===== src/rtl/fll_cfg_pkg.sv =====
// Shared types and constants for the APB-to-FLL configuration bridge.
package fll_cfg_pkg;

    typedef enum logic [1:0] {
        IDLE    = 2'd0,
        REQ     = 2'd1,
        DONE    = 2'd2,
        RELEASE = 2'd3
    } fll_cfg_state_e;

    localparam int STATUS_ADDR_BIT = 4;

    localparam int STS_LOCK    = 0;
    localparam int STS_TIMEOUT = 1;

    localparam logic [1:0] FLL_ADDR_STATUS = 2'd0;
    localparam logic [1:0] FLL_ADDR_CFG1   = 2'd1;
    localparam logic [1:0] FLL_ADDR_CFG2   = 2'd2;
    localparam logic [1:0] FLL_ADDR_INTEG  = 2'd3;

endpackage


===== src/rtl/fll_cfg_sync.sv =====
// Two-flop synchroniser for one bit, reset to 0; used for ack/lock when FLL_ACK_SYNC_EN is set.
module fll_cfg_sync (
    input  logic clk_i,
    input  logic rstn_i,
    input  logic d_i,
    output logic q_o
);

    logic meta_q;
    logic sync_q;

    always_ff @(posedge clk_i or negedge rstn_i) begin
        if (!rstn_i) begin
            meta_q <= 1'b0;
            sync_q <= 1'b0;
        end else begin
            meta_q <= d_i;
            sync_q <= meta_q;
        end
    end

    assign q_o = sync_q;

endmodule


===== src/rtl/apb_fll_cfg_master.sv =====
// APB slave bridging register accesses to the four-phase FLL config port, with timeout watchdog
// and local status register. Define FLL_ACK_SYNC_EN to synchronise fll_ack_i/fll_lock_i.
module apb_fll_cfg_master
    import fll_cfg_pkg::*;
#(
    parameter int APB_ADDR_WIDTH = 12,
    parameter int TIMEOUT_CYCLES = 256
) (
    input  logic                      clk_i,
    input  logic                      rstn_i,
    input  logic [APB_ADDR_WIDTH-1:0] paddr_i,
    input  logic [31:0]               pwdata_i,
    input  logic                      pwrite_i,
    input  logic                      psel_i,
    input  logic                      penable_i,
    output logic [31:0]               prdata_o,
    output logic                      pready_o,
    output logic                      pslverr_o,
    output logic                      fll_req_o,
    output logic                      fll_wrn_o,
    output logic [1:0]                fll_add_o,
    output logic [31:0]               fll_data_o,
    input  logic                      fll_ack_i,
    input  logic [31:0]               fll_r_data_i,
    input  logic                      fll_lock_i
);

    localparam int CNT_W = $clog2(TIMEOUT_CYCLES);
    localparam logic [CNT_W-1:0] CNT_MAX = CNT_W'(TIMEOUT_CYCLES - 1);

    fll_cfg_state_e   state_q, state_d;
    logic [CNT_W-1:0] cnt_q, cnt_d;
    logic             sticky_q, sticky_d;
    logic             err_q, err_d;
    logic             wrn_q, wrn_d;
    logic [1:0]       add_q, add_d;
    logic [31:0]      data_q, data_d;
    logic [31:0]      rdata_q, rdata_d;
    logic             ack_s;
    logic             lock_s;

`ifdef FLL_ACK_SYNC_EN
    fll_cfg_sync u_ack_sync (.clk_i(clk_i), .rstn_i(rstn_i), .d_i(fll_ack_i),  .q_o(ack_s));
    fll_cfg_sync u_lock_sync(.clk_i(clk_i), .rstn_i(rstn_i), .d_i(fll_lock_i), .q_o(lock_s));
`else
    assign ack_s  = fll_ack_i;
    assign lock_s = fll_lock_i;
`endif

    // penable is deliberately ignored: a transfer starts on psel alone.
    logic unused_inputs;
    assign unused_inputs = ^{paddr_i[APB_ADDR_WIDTH-1:STATUS_ADDR_BIT+1], paddr_i[1:0], penable_i};

    always_ff @(posedge clk_i or negedge rstn_i) begin
        if (!rstn_i) begin
            state_q  <= IDLE;
            cnt_q    <= '0;
            sticky_q <= 1'b0;
            err_q    <= 1'b0;
            wrn_q    <= 1'b1;
            add_q    <= '0;
            data_q   <= '0;
            rdata_q  <= '0;
        end else begin
            state_q  <= state_d;
            cnt_q    <= cnt_d;
            sticky_q <= sticky_d;
            err_q    <= err_d;
            wrn_q    <= wrn_d;
            add_q    <= add_d;
            data_q   <= data_d;
            rdata_q  <= rdata_d;
        end
    end

    always_comb begin
        state_d  = state_q;
        cnt_d    = cnt_q;
        sticky_d = sticky_q;
        err_d    = err_q;
        wrn_d    = wrn_q;
        add_d    = add_q;
        data_d   = data_q;
        rdata_d  = rdata_q;
        unique case (state_q)
            IDLE: begin
                cnt_d = '0;
                if (psel_i) begin
                    wrn_d   = !pwrite_i;
                    add_d   = paddr_i[3:2];
                    data_d  = pwdata_i;
                    err_d   = 1'b0;
                    rdata_d = '0;
                    if (paddr_i[STATUS_ADDR_BIT]) begin
                        state_d = DONE;
                        if (pwrite_i) begin
                            if (pwdata_i[STS_TIMEOUT]) sticky_d = 1'b0;
                        end else begin
                            rdata_d[STS_LOCK]    = lock_s;
                            rdata_d[STS_TIMEOUT] = sticky_q;
                        end
                    end else begin
                        state_d = REQ;
                    end
                end
            end
            REQ: begin
                if (ack_s) begin
                    state_d = DONE;
                    if (wrn_q) rdata_d = fll_r_data_i;
                end else if (cnt_q == CNT_MAX) begin
                    state_d  = DONE;
                    err_d    = 1'b1;
                    sticky_d = 1'b1;
                end else begin
                    cnt_d = cnt_q + 1'b1;
                end
            end
            DONE: begin
                cnt_d   = '0;
                state_d = RELEASE;
            end
            RELEASE: begin
                if (!ack_s) begin
                    state_d = IDLE;
                end else if (cnt_q == CNT_MAX) begin
                    state_d  = IDLE;
                    sticky_d = 1'b1;
                end else begin
                    cnt_d = cnt_q + 1'b1;
                end
            end
            default: state_d = IDLE;
        endcase
    end

    // Outputs decode the state register directly so reset removes req/pready asynchronously.
    assign fll_req_o  = (state_q == REQ);
    assign pready_o   = (state_q == DONE);
    assign pslverr_o  = (state_q == DONE) && err_q;
    assign prdata_o   = (state_q == DONE) ? rdata_q : 32'h0;
    assign fll_wrn_o  = wrn_q;
    assign fll_add_o  = add_q;
    assign fll_data_o = data_q;

endmodule


===== config.mk =====
export PLATFORM = sky130hd
export DESIGN_NAME = apb_fll_cfg_master
export DESIGN_NICKNAME = d
export VERILOG_FILES = /design/src/rtl/fll_cfg_pkg.sv /design/src/rtl/fll_cfg_sync.sv /design/src/rtl/apb_fll_cfg_master.sv
export SDC_FILE = /design/constraint.sdc
export NUM_CORES = 1
export LEC_CHECK = 0
export CAP_MARGIN = 20
export CORE_AREA = 2 2 77 79
export CTS_BUF_LIST = sky130_fd_sc_hd__clkbuf_4 sky130_fd_sc_hd__clkbuf_8
export DETAILED_ROUTE_END_ITERATION = 8
export DIE_AREA = 0 0 79 81
export DONT_BUFFER_PORTS = 1
export GPL_TIMING_DRIVEN = 0
export PLACE_DENSITY = 0.79
export SLEW_MARGIN = 30
export SYNTH_ARGS = -nofsm -noshare
export SYNTH_HDL_FRONTEND = slang
export SYNTH_HIERARCHICAL = 1
export SYNTH_SLANG_ARGS = --single-unit

===== constraint.sdc =====
create_clock -name clk_i -period 3.8 [get_ports clk_i]
set_input_delay 0.38 -clock clk_i [delete_from_list [all_inputs] [get_ports clk_i]]
set_output_delay 0.38 -clock clk_i [all_outputs]
set_load 0.03 [all_outputs]

Word-level counts from Yosys, hierarchy flattened
Index checks and enable logic that the tools add are counted.

cells by class
  multiplexer cells = 30
  magnitude comparators = 0
  equal/unequal tests = 15
  add/subtract/negate cells = 1
  shifts and indexed selects = 0
  bitwise logic cells = 0
  divide/modulo/power cells = 0
  reduce and logical (&&, ||, !) cells = 12
  multipliers = 0

operators by type and width
  cell                 number
  $mux 32              4
  $pmux 32 s2          1
  $mux 8               3
  $pmux 8 s3           1
  $mux 2               8
  $ne 2x2->1 const B   6
  $mux 1               10
  $add 8x1->8 const B  1
  $eq 8x8->1 const B   1
  $pmux 2 s4           1
  $reduce_and 4->1     2
  $reduce_and 7->1     1
  $ne 2x1->1 const B   3
  $eq 2x2->1 const B   2
  $reduce_and 2->1     2
  $ne 3x1->1 const B   1
  $ne 3x3->1 const B   1
  $pmux 1 s3           1
  $reduce_and 3->1     1
  $reduce_bool 3->1    1
  $eq 2x1->1 const B   1
  $logic_not 2->1      1
  $pmux 1 s2           1
  $reduce_bool 2->1    1
  3 further kinds      3

word-level totals
  ROM bits = 0
  word-level logic and storage cells = 66
  bits in writable memories = 0
  input port bits = 83
  latch bits = 0
  bits in registers = 79
  memories = 0
  output and inout bits = 70

Longest topological paths before layout
Gate-level depths: netlist of the first run.

  word-level depth = 5
  depth in mapped cells = 8
  depth with buffers taken out = 6

Least setup slack after synthesis of the first run
OpenSTA, ideal clock, no wires.

  kind = reg-to-output
  from = register state_q[0]
  to = output prdata_o[10]
  cell stages (with the launch flop) = 5
  setup slack = 1.937 ns
  arrival time = 1.483 ns
  cells stage by stage = dfrtp_1 -> inv_1 -> ha_1 -> clkbuf_1 -> and2_1

on the way
  word-level cells in the longest chain between the ends = 2

RTL lines
  element                 line                       text
  from (decl)             apb_fll_cfg_master.sv:31   fll_cfg_state_e state_q, state_d;
  from (signal assigned)  apb_fll_cfg_master.sv:65   state_q <= state_d;
  $eq 2x2->1              n/a
  via pready_o            apb_fll_cfg_master.sv:17   output logic pready_o,
  $mux 32                 apb_fll_cfg_master.sv:141  assign prdata_o = (state_q == DONE) ? rdata_q : 32'h0;
  to (decl)               apb_fll_cfg_master.sv:16   output logic [31:0] prdata_o,

The timed path passes the listed nets, and every way through them passes these cells.

Worst setup path after layout of the first run
  from = register state_q[0]
  to = output prdata_o[29]

The elaborated chain is that of the path after synthesis.

==> metrics.cfg, run 1 <==
[layout]
area_growth_pct = 9.36
instances_no_fill = 423
layout-drive-gt1-share = 0.204
number_of_antenna_cells_inserted = 0
nNetsFinal = 432

[synth]
post-synth-top-area-cell = sky130_fd_sc_hd__dfrtp_1
synth_sequential_area_ratio = 0.556
syn_area_per_cell_um2 = 10.8
synth-edff-count = 0
ys.flop_type = sky130_fd_sc_hd__dfrtp_1
synth_area_um2 = 3550
number_of_synthesized_register_bits = 79
ys.warnings.count = 6
post_synth_num_cell_types = 36
yosys.cell_count.top_type = sky130_fd_sc_hd__dfrtp_1
synth_top_cells_by_count = sky130_fd_sc_hd__dfrtp_1 (78), sky130_fd_sc_hd__nand2_1 (67), sky130_fd_sc_hd__mux2_2 (35), sky130_fd_sc_hd__and2_1 (34), sky130_fd_sc_hd__o21ai_0 (30)
syn-num-nets = 419
cells_taking_the_most_area_after_synthesis = sky130_fd_sc_hd__dfrtp_1 (55%), sky130_fd_sc_hd__mux2_2 (11%), sky130_fd_sc_hd__nand2_1 (7.1%)
synth.top_cell.area_share = 0.549
syn_inst = 330
postSynth.asyncResetShare = 1.00

[floorplanning]
design.die.area_um2 = 6400
rows = 28
die_width_um = 79
dieHeight_um = 81
design.portCount = 153
placeableCoreArea_um2 = 5680
start_util = 0.626

[global_routing]
grt_overflow = 0
grt_pass1_wl_um = 10700
grt_antenna_before_repair = 0
globalRouteTotalUtil = 0.220
grt_start_max_net_pins = 80
first_global_vias = 2223

[detailed_routing]
drc_errors = 0
route.detailed.wl_per_inst_um = 16.6
viasPerCell = 5.72
num_vias = 2421
iteration_0_drc_markers = 103
finalWirelength_um = 7030
first_pass_iters = 4
post_route_ant_nets = 0

[hold_path]
hold_path_class = in2reg
min_to = fll_wrn_o
worst_hold_startpoint = pwrite_i
min_delay_path_depth = 1

[power_and_ir_drop]
clock_power_share = 0.169
netSwitchingFraction = 0.455
cell_internal_power_w = 0.00202
powerDensity_nw_per_um2 = 955
p_leak_nw = 1.73
power.net_switching_w = 0.00169
combPwrFrac = 0.334
irDropWorstVdd_mv = 0.564
seqPwrFrac = 0.497

[critical_path]
critical_path.max_fanout = 10
required_time_of_the_critical_path_ps = 3420
worst-endpoint-arrival_ps = 2190
timing.critical_path.slowest_cell_delay_ps = 580
timing.critical_path.max_delay_family = adder cells
crit_path_end_kind = output pin
reg2reg_setup_slack_ps = 1650
r2r_end = cnt_q[4]
critical_path.n_buffers_inverters = 2
critical_path.reg2reg.startpoint = state_q[1]
critical_path_class = reg2out
critPathLaunchType = register
cell_chain_of_the_critical_path = inv_1 > ha_1 > clkbuf_1 > and2_1
timing.critical_path.slowest_stage_cell = sky130_fd_sc_hd__ha_1
timing.reg2reg.worst_path_depth = 6

[clocking]
cts_root_buffer = sky130_fd_sc_hd__clkbuf_8
ctsHtreeMaxLevel = 3
cts.path.max_buffers = 2
cts_setup_buffers = 0
clock_sink_count = 79
cts_made_buffers = 9
reg_clk_slew_reported_paths_ps = 70
cts.repair.resized = 0
clk-insertion-delay-late_ps = 340
cts_tree = done

[place]
buffer_ports.inserted = 0
routabilityCongestion = 0.827
numPlacedInstances = 405
place_worst_setup_slack_ps = 1570
post-dp-hpwl_um = 4970

[status]
outcome = complete, no violations

[sta]
setup_violations = 0
tightestPinTransition_ps = 630
final_min_period_over_clock_period = 0.676
finalWorstPathRequiredPeriod_ps = 2570
slew_viol_final = 0
rsz_0062_raised_after_global_routing = no
final-hold-violation-count = 0
worst_slew_margin_rel = 0.580
finalWorstSetupSlack_ps = 1230
fmax_mhz = 389
skew_ps = 11.8
finalSetupTns_ps = 0

[run]
max_cap_check_violation_count = 0

-- repair_timing --
item,in CTS,in global routing
hold buffers,2,0
endpoints found under the setup margin,0,0
endpoints found under the hold margin,79,0
-- final cells by class --
type                    count  area, um2
plain buffers              17       87.6
clock buffers              11        145
clock inverters             5       56.3
fillers                   467       1790
inverters                   4       15.0
multi-input cells         230       1470
flip-flops and latches     79       1980
well taps                  75       93.8
repair buffers              2       37.5
-- per-stage QoR --
step | util | power, W | hold slack (ps) | instance area, um2
2_1_floorplan | - | 0.00281 | 84.4 | 3550
3_3_place_gp | 0.643 | 0.00303 | 86.2 | 3650
3_5_place_dp | 0.643 | 0.00309 | 86.3 | 3650
4_1_cts | 0.685 | 0.00375 | 94.5 | 3890
5_1_grt | 0.685 | 0.00394 | 106 | 3890
6_report | 0.685 | 0.00371 | 111 | 3890
-- worst max path at each step --
stage	from	to	depth (start not counted)
finish	state_q[0]	prdata_o[29]	4
global route	state_q[0]	prdata_o[29]	4
CTS	state_q[0]	prdata_o[29]	4
detailed placement	state_q[0]	prdata_o[29]	4
global placement	state_q[0]	prdata_o[27]	4
floorplan	state_q[0]	prdata_o[10]	4
-- power groups by stage --
stage	logic [W]	registers, W	clock network, W
global route	0.00138	0.00189	0.000672
global placement	0.00119	0.00185	0
floorplan	0.00102	0.00179	0
detailed placement	0.00123	0.00186	0
CTS	0.00125	0.00185	0.000644
finish	0.00124	0.00185	0.000627
-- worst reg2reg max path, stage by stage (launching register included) --
cell and delay (ps):
sky130_fd_sc_hd__dfrtp_1 420, sky130_fd_sc_hd__inv_1 100, sky130_fd_sc_hd__ha_1 360, sky130_fd_sc_hd__buf_2 260, sky130_fd_sc_hd__mux2_2 310, sky130_fd_sc_hd__nor2_1 440
sky130_fd_sc_hd__nor2_1 110
-- flip-flops by register name (all words and copies together) (netlist names) --
| signal | flops |
|---|---|
| sticky_q | 1 |
| err_q | 1 |
| state_q | 2 |
| fll_data_o | 32 |
| fll_wrn_o | 1 |
| fll_add_o | 2 |
| cnt_q | 8 |
| rdata_q | 32 |
-- cell usage in the layout (no fill, tap or decap), types with 2 or more instances in the layout --
master / instances
sky130_fd_sc_hd__dfrtp_1: 78
sky130_fd_sc_hd__nand2_1: 67
sky130_fd_sc_hd__mux2_2: 35
sky130_fd_sc_hd__and2_1: 34
sky130_fd_sc_hd__o21ai_0: 30
sky130_fd_sc_hd__nor2_1: 11
sky130_fd_sc_hd__clkbuf_8: 10
sky130_fd_sc_hd__clkbuf_1: 6
sky130_fd_sc_hd__xor2_1: 6
sky130_fd_sc_hd__ha_1: 6
sky130_fd_sc_hd__buf_2: 5
sky130_fd_sc_hd__o21ai_1: 5
sky130_fd_sc_hd__mux2i_1: 5
sky130_fd_sc_hd__inv_1: 4
sky130_fd_sc_hd__buf_4: 4
sky130_fd_sc_hd__nand4_1: 3
sky130_fd_sc_hd__o211ai_1: 3
sky130_fd_sc_hd__a21oi_1: 3
sky130_fd_sc_hd__clkbuf_2: 2
sky130_fd_sc_hd__a22oi_1: 2
sky130_fd_sc_hd__nand3_1: 2
sky130_fd_sc_hd__nand2_2: 2
sky130_fd_sc_hd__and3_1: 2
sky130_fd_sc_hd__o2111ai_1: 2
sky130_fd_sc_hd__clkinv_2: 2
-- metal layers --
layer / vias to the layer above / share of wire / global-route usage / routed length, um
li1: 1127 / - / - / -
met1: 1171 / 0.42 / 0.285 / 2950
met2: 113 / 0.47 / 0.332 / 3270
met3: 10 / 0.098 / 0.0722 / 689
met4: 0 / 0.017 / 0.119 / 122
met5: - / 0 / 0 / 0
-- logic make-up after synthesis --
| group | count (synthesis) | synth area share |
|---|---|---|
| simple gates | 127 | 0.169 |
| flops | 79 | 0.556 |
| compound gates | 50 | 0.0813 |
| mux | 41 | 0.129 |
| buf+inv | 21 | 0.0289 |
| xor+xnor | 6 | 0.0148 |
| fa+ha+maj | 6 | 0.0211 |
No activity file was read; power rests on OpenSTA's default activity.
==> run 2, diff against run 1 <==
--- a/config.mk
+++ b/config.mk
@@ -6,13 +6,13 @@
 export NUM_CORES = 1
 export LEC_CHECK = 0
 export CAP_MARGIN = 20
-export CORE_AREA = 2 2 77 79
+export CORE_AREA = 2 2 81 83
 export CTS_BUF_LIST = sky130_fd_sc_hd__clkbuf_4 sky130_fd_sc_hd__clkbuf_8
 export DETAILED_ROUTE_END_ITERATION = 8
-export DIE_AREA = 0 0 79 81
+export DIE_AREA = 0 0 83 85
 export DONT_BUFFER_PORTS = 1
 export GPL_TIMING_DRIVEN = 0
-export PLACE_DENSITY = 0.79
+export PLACE_DENSITY = 0.75
 export SLEW_MARGIN = 30
 export SYNTH_ARGS = -nofsm -noshare
 export SYNTH_HDL_FRONTEND = slang
==> constraint.sdc (replaced) <==
create_clock -name clk_i -period 2.3 [get_ports clk_i]
set_input_delay 0.23 -clock clk_i [delete_from_list [all_inputs] [get_ports clk_i]]
set_output_delay 0.23 -clock clk_i [all_outputs]
set_load 0.03 [all_outputs]
==> run 2 against run 1 <==
- first-iteration DRC count grew 13%
- combinational power increased by 69%
- die area grew 10%
- setup slack worse by 1000 ps
- register-to-register slack worse by 1500 ps
- power is 67% higher
- via count up 0.29%
- clock power increased by 66%
- global-route usage down 0.70 points
- critical path type is now reg2reg
- largest power group unchanged
==> metrics.cfg, run 2 (same netlist as run 1, synthesis figures left out) <==
[status]
outcome = complete, no violations

[detailed_routing]
first_pass_iters = 4
finalWirelength_um = 7220
drc_errors = 0
post_route_ant_nets = 0
viasPerCell = 5.67
iteration_0_drc_markers = 116
route.detailed.wl_per_inst_um = 16.9
num_vias = 2428

[critical_path]
timing.critical_path.slowest_stage_cell = sky130_fd_sc_hd__ha_1
crit_path_end_kind = register
critical_path_class = reg2reg
cell_chain_of_the_critical_path = inv_1 > ha_1 > buf_2 > mux2i_1 > o21ai_0 > mux2i_1
timing.critical_path.max_delay_family = buffers and inverters
critPathLaunchType = register
critical_path.n_buffers_inverters = 2
critical_path.startpoint = state_q[1]
worst_path_most_repeated_cell = sky130_fd_sc_hd__mux2i_1
required_time_of_the_critical_path_ps = 2560
timing.critical_path.slowest_cell_delay_ps = 450
critical_path.max_fanout = 10
critical_path.reg2reg.startpoint = state_q[1]
worst-endpoint-arrival_ps = 2370

[clocking]
cts_setup_buffers = 0
cts_tree = done
cts.path.max_buffers = 2
cts_made_buffers = 9
clk-insertion-delay-late_ps = 340
ctsHtreeMaxLevel = 3
cts_root_buffer = sky130_fd_sc_hd__clkbuf_8
reg_clk_slew_reported_paths_ps = 90
clock_sink_count = 79

[floorplanning]
die_width_um = 83
dieHeight_um = 85
design.die.area_um2 = 7060
design.portCount = 153
placeableCoreArea_um2 = 6200
start_util = 0.573
rows = 29

[sta]
final-hold-violation-count = 0
finalWorstPathRequiredPeriod_ps = 2110
tightestPinTransition_ps = 449
finalSetupTns_ps = 0
worst_slew_margin_rel = 0.701
final_min_period_over_clock_period = 0.919
slew_viol_final = 0
skew_ps = 7.63
setup_violations = 0
rsz_0062_raised_after_global_routing = no
fmax_mhz = 473

[layout]
layout-drive-gt1-share = 0.225
filler_cell_count = 509
post-route-util = 0.635
number_of_antenna_cells_inserted = 0
final_cell_area_um2 = 3940
area_growth_pct = 10.9
instances_no_fill = 428
ff_latch_area_um2 = 1980
multiInputGateArea_um2 = 1490
nNetsFinal = 435
most-common-layout-cells = sky130_fd_sc_hd__dfrtp_1 (78), sky130_fd_sc_hd__nand2_1 (67), sky130_fd_sc_hd__mux2_2 (35)
most_frequent_standard_cell_in_the_layout_excluding_fill_and_tap_cells = sky130_fd_sc_hd__dfrtp_1

[global_routing]
globalRouteTotalUtil = 0.213
grt_pass1_wl_um = 11900
first_global_vias = 2475
grt_overflow = 0
grt_start_max_net_pins = 80
grt_antenna_before_repair = 0

[run]
max_cap_check_violation_count = 0

[hold_path]
hold_path_class = in2reg
worst_hold_startpoint = fll_r_data_i[29]

[power_and_ir_drop]
powerDensity_nw_per_um2 = 1570
irDropWorstVdd_mv = 0.943
p_leak_nw = 1.75

[place]
buffer_ports.inserted = 0
post-dp-hpwl_um = 5110
numPlacedInstances = 407
routabilityCongestion = 0.809
placed_cell_area_um2 = 3650

==> run 2: changes by cell type in the layout (fill, tap and decap cells not counted), sizes merged <==
cell,before,now
inv,5,8
dlygate4sd3,1,4
clkinv,2,1
clkbuf,19,17
==> run 2: routing by layer <==
layer | share of wire | track usage
met1 | 0.41 | 0.275
met3 | 0.10 | 0.0798
met5 | 0 | 0
met4 | 0.020 | 0.0909
met2 | 0.47 | 0.327
==> run 2: worst paths after layout <==
| kind | endpoint | slack, ps | cells after the start |
|---|---|---|---|
| max reg2reg | state_q[1] | 190 | 6 |
| max | state_q[1] | 190 | 6 |
| min | rdata_q[29] | 20 | 2 |
| min reg2reg | rdata_q[18] | 480 | 2 |
| min in group asynchronous | fll_data_o[20] | 470 | 2 |
| max in group asynchronous | err_q | 1520 | 2 |
==> run 2: power breakdown <==
group	leakage (nW)	internal, W	total, W	switching, W
sequential	1.01	0.00203	0.00305	0.00103
combinational	0.638	0.000800	0.00209	0.00129
clock	0.101	0.000515	0.00104	0.000527
==> run 2: through the flow <==
step / total power (W) / setup slack (ps) / hold WS (ps)
after floorplan: 0.00464 / 506 / -65.6
after global placement: 0.00502 / 229 / -64.4
after global routing: 0.00662 / 33.5 / 4.73
after CTS: 0.00621 / 35.9 / 10.1
final: 0.00619 / 187 / 21.6
after detailed placement: 0.00511 / 207 / -64.6
==> run 2: worst register-to-register path: stages, from the launching register on <==
cell                      delay (ps)
sky130_fd_sc_hd__dfrtp_1         440
sky130_fd_sc_hd__inv_1           130
sky130_fd_sc_hd__ha_1            450
sky130_fd_sc_hd__buf_2           320
sky130_fd_sc_hd__mux2i_1          90
sky130_fd_sc_hd__o21ai_0         360
sky130_fd_sc_hd__mux2i_1         240
==> run 2: repair_timing <==
action,4_1_cts,5_1_grt
hold buffers,3,2
setup endpoints to repair,30,20
resized for setup,1,10
endpoints found under the hold margin,80,2
==> run 2: cell type report <==
| type | count | area share |
|---|---|---|
| plain buffers | 17 | 0.0228 |
| flip-flops and latches | 79 | 0.502 |
| well taps | 77 | 0.0244 |
| inverters | 4 | 0.00381 |
| multi-input cells | 230 | 0.379 |
| repair buffers | 5 | 0.0171 |
| clock inverters | 7 | 0.0197 |
| clock buffers | 9 | 0.0314 |
